## config.mk

```make
export PLATFORM = sky130hd
export DESIGN_NAME = kbd_rx_buffer
export DESIGN_NICKNAME = d
export VERILOG_FILES = /design/src/rtl/kbd_rx_buffer.sv
export SDC_FILE = /design/constraint.sdc
export NUM_CORES = 1
export LEC_CHECK = 0
export CORE_ASPECT_RATIO = 0.9
export CORE_MARGIN = 2
export CORE_UTILIZATION = 38
export DETAILED_ROUTE_END_ITERATION = 8
export PLACE_DENSITY = 0.78
export SYNTH_ARGS = -nofsm -noshare
export SYNTH_HDL_FRONTEND = slang
export SYNTH_SLANG_ARGS = --single-unit
```

## constraint.sdc

```tcl
create_clock -name clk -period 3.1 [get_ports clk]
set_clock_uncertainty 0.15 [all_clocks]
set_input_delay 0.31 -clock clk [delete_from_list [all_inputs] [get_ports clk]]
set_output_delay 0.31 -clock clk [all_outputs]
set_load 0.005 [all_outputs]
```

## src/rtl/kbd_rx_buffer.sv

```systemverilog
// ---------------------------------------------------------------------------
// kbd_rx_buffer
//
// Receive buffer between a PS/2 key decoder and a 64-bit CPU bus. Each new
// key press (rising edge of key_pressed with a non-zero ascii_code) is pushed
// into a DEPTH-entry byte FIFO. The CPU pops bytes from the data register at
// KEY_BASE and reads or controls the buffer through the status register at
// KEY_BASE+8. A three-state interrupt FSM raises VECTOR while unread data is
// waiting and the CPU has not yet acknowledged it.
//
// DEPTH must be a power of two in the range 2..128 so that the pointers wrap
// naturally and the count fits in the 8-bit status field.
//
// Ports
//   clk               in   system clock, all state on its rising edge
//   reset             in   synchronous, active-high reset
//   key_pressed       in   level from the PS/2 decoder, high while a key is held
//   ascii_code  [7:0] in   decoded character, valid while key_pressed is high
//   bus_address [63:0] in  CPU byte address
//   bus_read_enable   in   CPU read strobe
//   bus_write_enable  in   CPU write strobe
//   bus_write_data [63:0] in CPU write data
//   bus_read_data  [63:0] out registered read data (1-cycle latency)
//   interrupt_vector [3:0] out 0 = none, VECTOR = keyboard data pending
//   interrupt_ack     in   CPU acknowledge of the current vector
//   overflow          out  sticky: a key was dropped because the FIFO was full
//
// Status register layout: [10] overflow, [9] full, [8] empty, [7:0] count.
// Status write: bit 0 clears overflow, bit 1 flushes the FIFO.
// ---------------------------------------------------------------------------
module kbd_rx_buffer #(
    parameter int unsigned DEPTH    = 8,
    parameter logic [63:0] KEY_BASE = 64'h0000_0000_0000_2010,
    parameter logic [3:0]  VECTOR   = 4'd1
) (
    input  logic        clk,
    input  logic        reset,
    input  logic        key_pressed,
    input  logic [7:0]  ascii_code,
    input  logic [63:0] bus_address,
    input  logic        bus_read_enable,
    input  logic        bus_write_enable,
    input  logic [63:0] bus_write_data,
    output logic [63:0] bus_read_data,
    output logic [3:0]  interrupt_vector,
    input  logic        interrupt_ack,
    output logic        overflow
);

    localparam int unsigned    PTR_W       = $clog2(DEPTH);
    localparam int unsigned    CNT_W       = PTR_W + 1;
    localparam logic [CNT_W-1:0] DEPTH_C   = CNT_W'(DEPTH);
    localparam logic [63:0]    STATUS_ADDR = KEY_BASE + 64'd8;

    typedef enum logic [1:0] {
        IRQ_IDLE,
        IRQ_ASSERT,
        IRQ_ACKED
    } irq_state_e;

    // ------------------------------------------------------------------
    // State
    // ------------------------------------------------------------------
    logic [7:0]        mem [DEPTH];

    logic [PTR_W-1:0]  wr_ptr_q, wr_ptr_d;
    logic [PTR_W-1:0]  rd_ptr_q, rd_ptr_d;
    logic [CNT_W-1:0]  count_q, count_d;
    logic              overflow_q, overflow_d;
    logic              key_pressed_q, key_pressed_d;
    logic              data_rd_q, data_rd_d;
    logic              status_rd_q, status_rd_d;
    logic              status_wr_q, status_wr_d;
    logic [63:0]       bus_read_data_q, bus_read_data_d;
    irq_state_e        irq_state_q, irq_state_d;
    logic [3:0]        interrupt_vector_q, interrupt_vector_d;

    // ------------------------------------------------------------------
    // Event detection
    // ------------------------------------------------------------------
    logic data_rd_hit, status_rd_hit, status_wr_hit;
    logic push_ev, pop_ev, status_rd_ev, status_wr_ev;
    logic empty, full, flush, clear_ovf;
    logic do_push, do_pop, push_drop;
    logic [63:0] status_word;
    logic unused_wdata;

    assign data_rd_hit   = bus_read_enable  && (bus_address == KEY_BASE);
    assign status_rd_hit = bus_read_enable  && (bus_address == STATUS_ADDR);
    assign status_wr_hit = bus_write_enable && (bus_address == STATUS_ADDR);

    // Strobes are edge-detected so a long CPU strobe acts only once.
    assign push_ev      = key_pressed && !key_pressed_q && (ascii_code != 8'd0);
    assign pop_ev       = data_rd_hit   && !data_rd_q;
    assign status_rd_ev = status_rd_hit && !status_rd_q;
    assign status_wr_ev = status_wr_hit && !status_wr_q;

    assign empty     = (count_q == '0);
    assign full      = (count_q == DEPTH_C);
    assign flush     = status_wr_ev && bus_write_data[1];
    assign clear_ovf = status_wr_ev && bus_write_data[0];

    // A pop in the same cycle frees a slot, so a full FIFO still accepts the
    // push. A flush discards any concurrent push outright.
    assign do_pop    = pop_ev && !empty;
    assign do_push   = push_ev && !flush && (!full || do_pop);
    assign push_drop = push_ev && !flush && full && !do_pop;

    assign status_word  = {53'd0, overflow_q, full, empty, 8'(count_q)};
    assign unused_wdata = ^bus_write_data[63:2];

    // ------------------------------------------------------------------
    // Datapath next-state
    // ------------------------------------------------------------------
    always_comb begin
        // NOTE: every signal gets a default before any branch so no latch is inferred.
        key_pressed_d   = key_pressed;
        data_rd_d       = data_rd_hit;
        status_rd_d     = status_rd_hit;
        status_wr_d     = status_wr_hit;
        wr_ptr_d        = wr_ptr_q;
        rd_ptr_d        = rd_ptr_q;
        count_d         = count_q;
        bus_read_data_d = bus_read_data_q;

        if (flush) begin
            wr_ptr_d = '0;
            rd_ptr_d = '0;
            count_d  = '0;
        end else begin
            if (do_push) wr_ptr_d = wr_ptr_q + PTR_W'(1);
            if (do_pop)  rd_ptr_d = rd_ptr_q + PTR_W'(1);
            case ({do_push, do_pop})
                2'b10:   count_d = count_q + CNT_W'(1);
                2'b01:   count_d = count_q - CNT_W'(1);
                default: count_d = count_q;
            endcase
        end

        // Drop wins over a clear in the same cycle: the loss is more recent.
        overflow_d = (overflow_q && !clear_ovf) || push_drop;

        // Empty pops read zero; a same-cycle push is not bypassed.
        if (pop_ev) begin
            bus_read_data_d = empty ? 64'd0 : {56'd0, mem[rd_ptr_q]};
        end else if (status_rd_ev) begin
            bus_read_data_d = status_word;
        end
    end

    // ------------------------------------------------------------------
    // Interrupt FSM: next state
    // ------------------------------------------------------------------
    always_comb begin
        irq_state_d = irq_state_q;
        case (irq_state_q)
            IRQ_IDLE:   if (!empty)        irq_state_d = IRQ_ASSERT;
            IRQ_ASSERT: if (interrupt_ack) irq_state_d = IRQ_ACKED;
            IRQ_ACKED: begin
                if (do_push)    irq_state_d = IRQ_ASSERT;
                else if (empty) irq_state_d = IRQ_IDLE;
            end
            default:            irq_state_d = IRQ_IDLE;
        endcase
    end

    // ------------------------------------------------------------------
    // Interrupt FSM: output (registered from the next state)
    // ------------------------------------------------------------------
    always_comb begin
        interrupt_vector_d = (irq_state_d == IRQ_ASSERT) ? VECTOR : 4'd0;
    end

    // ------------------------------------------------------------------
    // Registers
    // ------------------------------------------------------------------
    always_ff @(posedge clk) begin
        // NOTE: sequential state uses non-blocking assignments only, so every flop samples pre-edge values.
        if (reset) begin
            wr_ptr_q           <= '0;
            rd_ptr_q           <= '0;
            count_q            <= '0;
            overflow_q         <= 1'b0;
            // Starts high so a key held through reset is not seen as a new press.
            key_pressed_q      <= 1'b1;
            data_rd_q          <= 1'b0;
            status_rd_q        <= 1'b0;
            status_wr_q        <= 1'b0;
            bus_read_data_q    <= '0;
            irq_state_q        <= IRQ_IDLE;
            interrupt_vector_q <= 4'd0;
        end else begin
            wr_ptr_q           <= wr_ptr_d;
            rd_ptr_q           <= rd_ptr_d;
            count_q            <= count_d;
            overflow_q         <= overflow_d;
            key_pressed_q      <= key_pressed_d;
            data_rd_q          <= data_rd_d;
            status_rd_q        <= status_rd_d;
            status_wr_q        <= status_wr_d;
            bus_read_data_q    <= bus_read_data_d;
            irq_state_q        <= irq_state_d;
            interrupt_vector_q <= interrupt_vector_d;
        end
    end

    // NOTE: the storage array is not reset; count and pointers decide what is valid.
    always_ff @(posedge clk) begin
        if (do_push) mem[wr_ptr_q] <= ascii_code;
    end

    assign bus_read_data    = bus_read_data_q;
    assign interrupt_vector = interrupt_vector_q;
    assign overflow         = overflow_q;

endmodule

```

==> out/results.ini <==
[yosys]
ys.warnings.count = 0
ys_seq_area_frac = 0.561
syn_area_mm2 = 0.00456
syn_area_per_cell_um2 = 13.3
synthFlopType = edfxtp_1
syn_inst = 342
synth-async-reset-ratio = 0
synth_cell_type_count = 53
synth-edff-count = 64
synth-seq-cells = 96

[grt]
grt.busiest_layer = met2
grt_pass1_vias = 2832
track_usage = 0.145
grt_pass1_wl_mm = 14.0
antenna_found_initial = 0
met1_usage = 0.163
grt_max_degree = 23
grtUsageMet2 = 0.264
grt_overflow = 0
met3_usage = 0.0501

[die]
core_mm2 = 0.0116
dieArea_mm2 = 0.0129
row_count = 37
die_w_um = 120
fp.dieH_um = 108
boundaryPins = 211
initial_core_util = 0.394

[final_layout]
diodes = 0
fillers = 950
drive_above_1_share = 0.215
finalNonFillerCells = 626
area.growth.synth_to_final_pct = 34.9
post-route-util = 0.532
final_nets = 613

[placement]
dp_cells = 609
dp_hpwl_mm = 6.92
port_buffers = 92
gp_congestion = 0.787

[route]
vias = 3034
drt_iter0_markers = 170
drt_pass1_iterations = 4
drc = 0
via_per_inst = 4.85
antenna_left = 0
detail_route.wl_per_cell_um = 15.4
wl_mm = 9.65

[worst_setup_path]
reg2reg_to = count_q[3]
r2r.worst_path.cells = 11
cp_data_arrival_time_ps = 3030
crit_required_ps = 3220
rr_startpoint = count_q[1]
end_kind = register
ff2ff_setup_slack_ps = 510
path_max_fanout = 5
startpoint_type = primary input
worstSetupPathType = in2reg

[run]
max-cap-violations = 0

[timing]
period_needed_ps = 2910
fmax_ghz = 0.344
hold_violations = 0
period_share = 0.938
fin_setup_tns_ps = 0
slew_headroom = 0.565
worst_pin_slew_ps = 652
drv_slew = 0
setup_viol = 0

[clock_network]
clockBufferDepth = 2
clkTransAtPathRegs_ps = 70
clockRootBuffer = clkbuf_16
cts_buffers = 9
clk_latency_ps = 340
cts_tree = yes
h-tree-depth = 3
holdBufCountCts = 0
clock_sinks = 96

[power]
pwr-share-seq = 0.519
p_clk_frac = 0.405
power.density_mw_per_mm2 = 431
p_comb_frac = 0.075
internal-power_mw = 2.05
peakVddDrop_mv = 0.269
power.switching_mw = 0.599
switching_share = 0.226
p_leak_nw = 2.51

[min_path]
hold_class = reg2reg
worstHoldStart = bus_read_data[9]
holdPathEnd = bus_read_data[9]
min_path_cells = 2

[outcome]
status = finished, final reports clean

==> synthesized netlist by cell type, drive strengths merged (5+ instances only) <==
master / number / share of area
a21oi: 16 / 0.020
buf: 65 / 0.11
clkbuf: 5 / 0.0041
dfxtp: 32 / 0.14
edfxtp: 64 / 0.42
ha: 5 / 0.014
inv: 12 / 0.0099
mux2i: 11 / 0.024
mux4: 16 / 0.079
nand2: 7 / 0.0058
nand4: 5 / 0.0069
nor2: 11 / 0.011
nor3: 7 / 0.0077
nor4: 20 / 0.036
nor4b: 6 / 0.017
o21ai: 9 / 0.0099
or2: 10 / 0.014
==> worst max-delay path, cell delays in order <==
cell	delay, ps
clkdlybuf4s50_1	390
nor4_1	220
nand4_1	130
nor4_2	220
buf_4	190
a21o_1	190
nor2_4	60
inv_2	70
ha_4	150
ha_4	200
a21o_1	160
a21oi_2	140
xnor2_1	90
or3_1	380
a21oi_1	120
==> cells by family (layout without fill, tap and decap cells) <==
logic type / Yosys count / in the layout / synth area share
fa+ha+maj: 6 / 6 / 0.0181
simple gates: 88 / 88 / 0.137
compound gates: 38 / 38 / 0.0529
other cells: 1 / 56 / 0.000822
mux: 27 / 27 / 0.103
flops: 96 / 96 / 0.561
buf+inv: 82 / 155 / 0.120
xor+xnor: 4 / 4 / 0.00768
==> repair_timing <==
action,in CTS,in global routing
gates resized for setup,1,53
endpoints found under the setup margin,1,2
setup buffers,0,1
pin swaps,2,28
endpoints found under the hold margin,0,0
==> layout by cell type, fill, tap and decap left out, types with 3 or more instances in the layout <==
cell / instances
clkdlybuf4s50_1: 47
dlymetal6s2s_1: 45
xor2_1: 3
nand2_1: 7
nand2b_1: 3
o21ai_1: 8
nor3_1: 7
a21oi_1: 14
nor4_1: 6
nor2_1: 10
a21o_1: 3
edfxtp_1: 64
a31o_2: 4
nand3_1: 4
mux2i_1: 11
nor4_2: 14
dfxtp_1: 32
or2_0: 9
buf_4: 35
inv_1: 10
nand4_1: 5
clkbuf_16: 9
mux4_2: 16
ha_1: 3
conb_1: 56
==> per-layer routing <==
| metal | part of all wire | wire length (um) |
|---|---|---|
| met1 | 0.40 | 3850 |
| met2 | 0.51 | 4950 |
| met5 | 0 | 0 |
| met4 | 0.010 | 99 |
| met3 | 0.078 | 748 |
==> power by group through the flow <==
| stage | Sequential [mW] | Clock, mW | Combinational [mW] |
|---|---|---|---|
| floorplan | 1.40 | 0 | 0.107 |
| global placement | 1.41 | 0 | 0.193 |
| detailed placement | 1.41 | 0 | 0.199 |
| CTS | 1.38 | 1.09 | 0.201 |
| global route | 1.38 | 1.15 | 0.217 |
| finish | 1.38 | 1.08 | 0.200 |
==> state kept, by name, indices dropped and copies added, names as in the netlist, 2 cells and up, named ones only <==
name	count
rd_ptr_q	3
irq_state_q	2
bus_read_data	11
mem	64
wr_ptr_q	3
count_q	4
==> metrics by stage <==
step	hold WS (ps)	total power [mW]	instance area [um^2]	setup slack [ps]
2_1_floorplan	236	1.51	4810	24.3
3_3_place_gp	305	1.60	5680	-264
3_5_place_dp	316	1.60	5680	-387
4_1_cts	327	2.67	5980	3.73
5_1_grt	356	2.74	6160	-20.8
6_report	321	2.65	6160	191
==> final cells by class <==
| class | count | area (um^2) | area share |
|---|---|---|---|
| clock buffers | 9 | 225 | 0.0366 |
| repair buffers | 127 | 1300 | 0.211 |
| well taps | 156 | 195 | 0.0317 |
| multi-input cells | 219 | 1760 | 0.286 |
| inverters | 12 | 45.0 | 0.00732 |
| clock inverters | 7 | 72.6 | 0.0118 |
| flip-flops and latches | 96 | 2560 | 0.416 |
==> worst max path at each step <==
stage,start,slack [ps],depth (start not counted),end
floorplan,bus_address[36],20,15,count_q[3]
global placement,bus_address[9],-260,15,count_q[3]
detailed placement,bus_address[29],-390,15,count_q[3]
CTS,bus_address[35],4,15,count_q[3]
global route,bus_address[10],-20,15,count_q[3]
finish,bus_address[7],190,15,count_q[3]
Note: power is estimated with default switching activity, not from simulation.
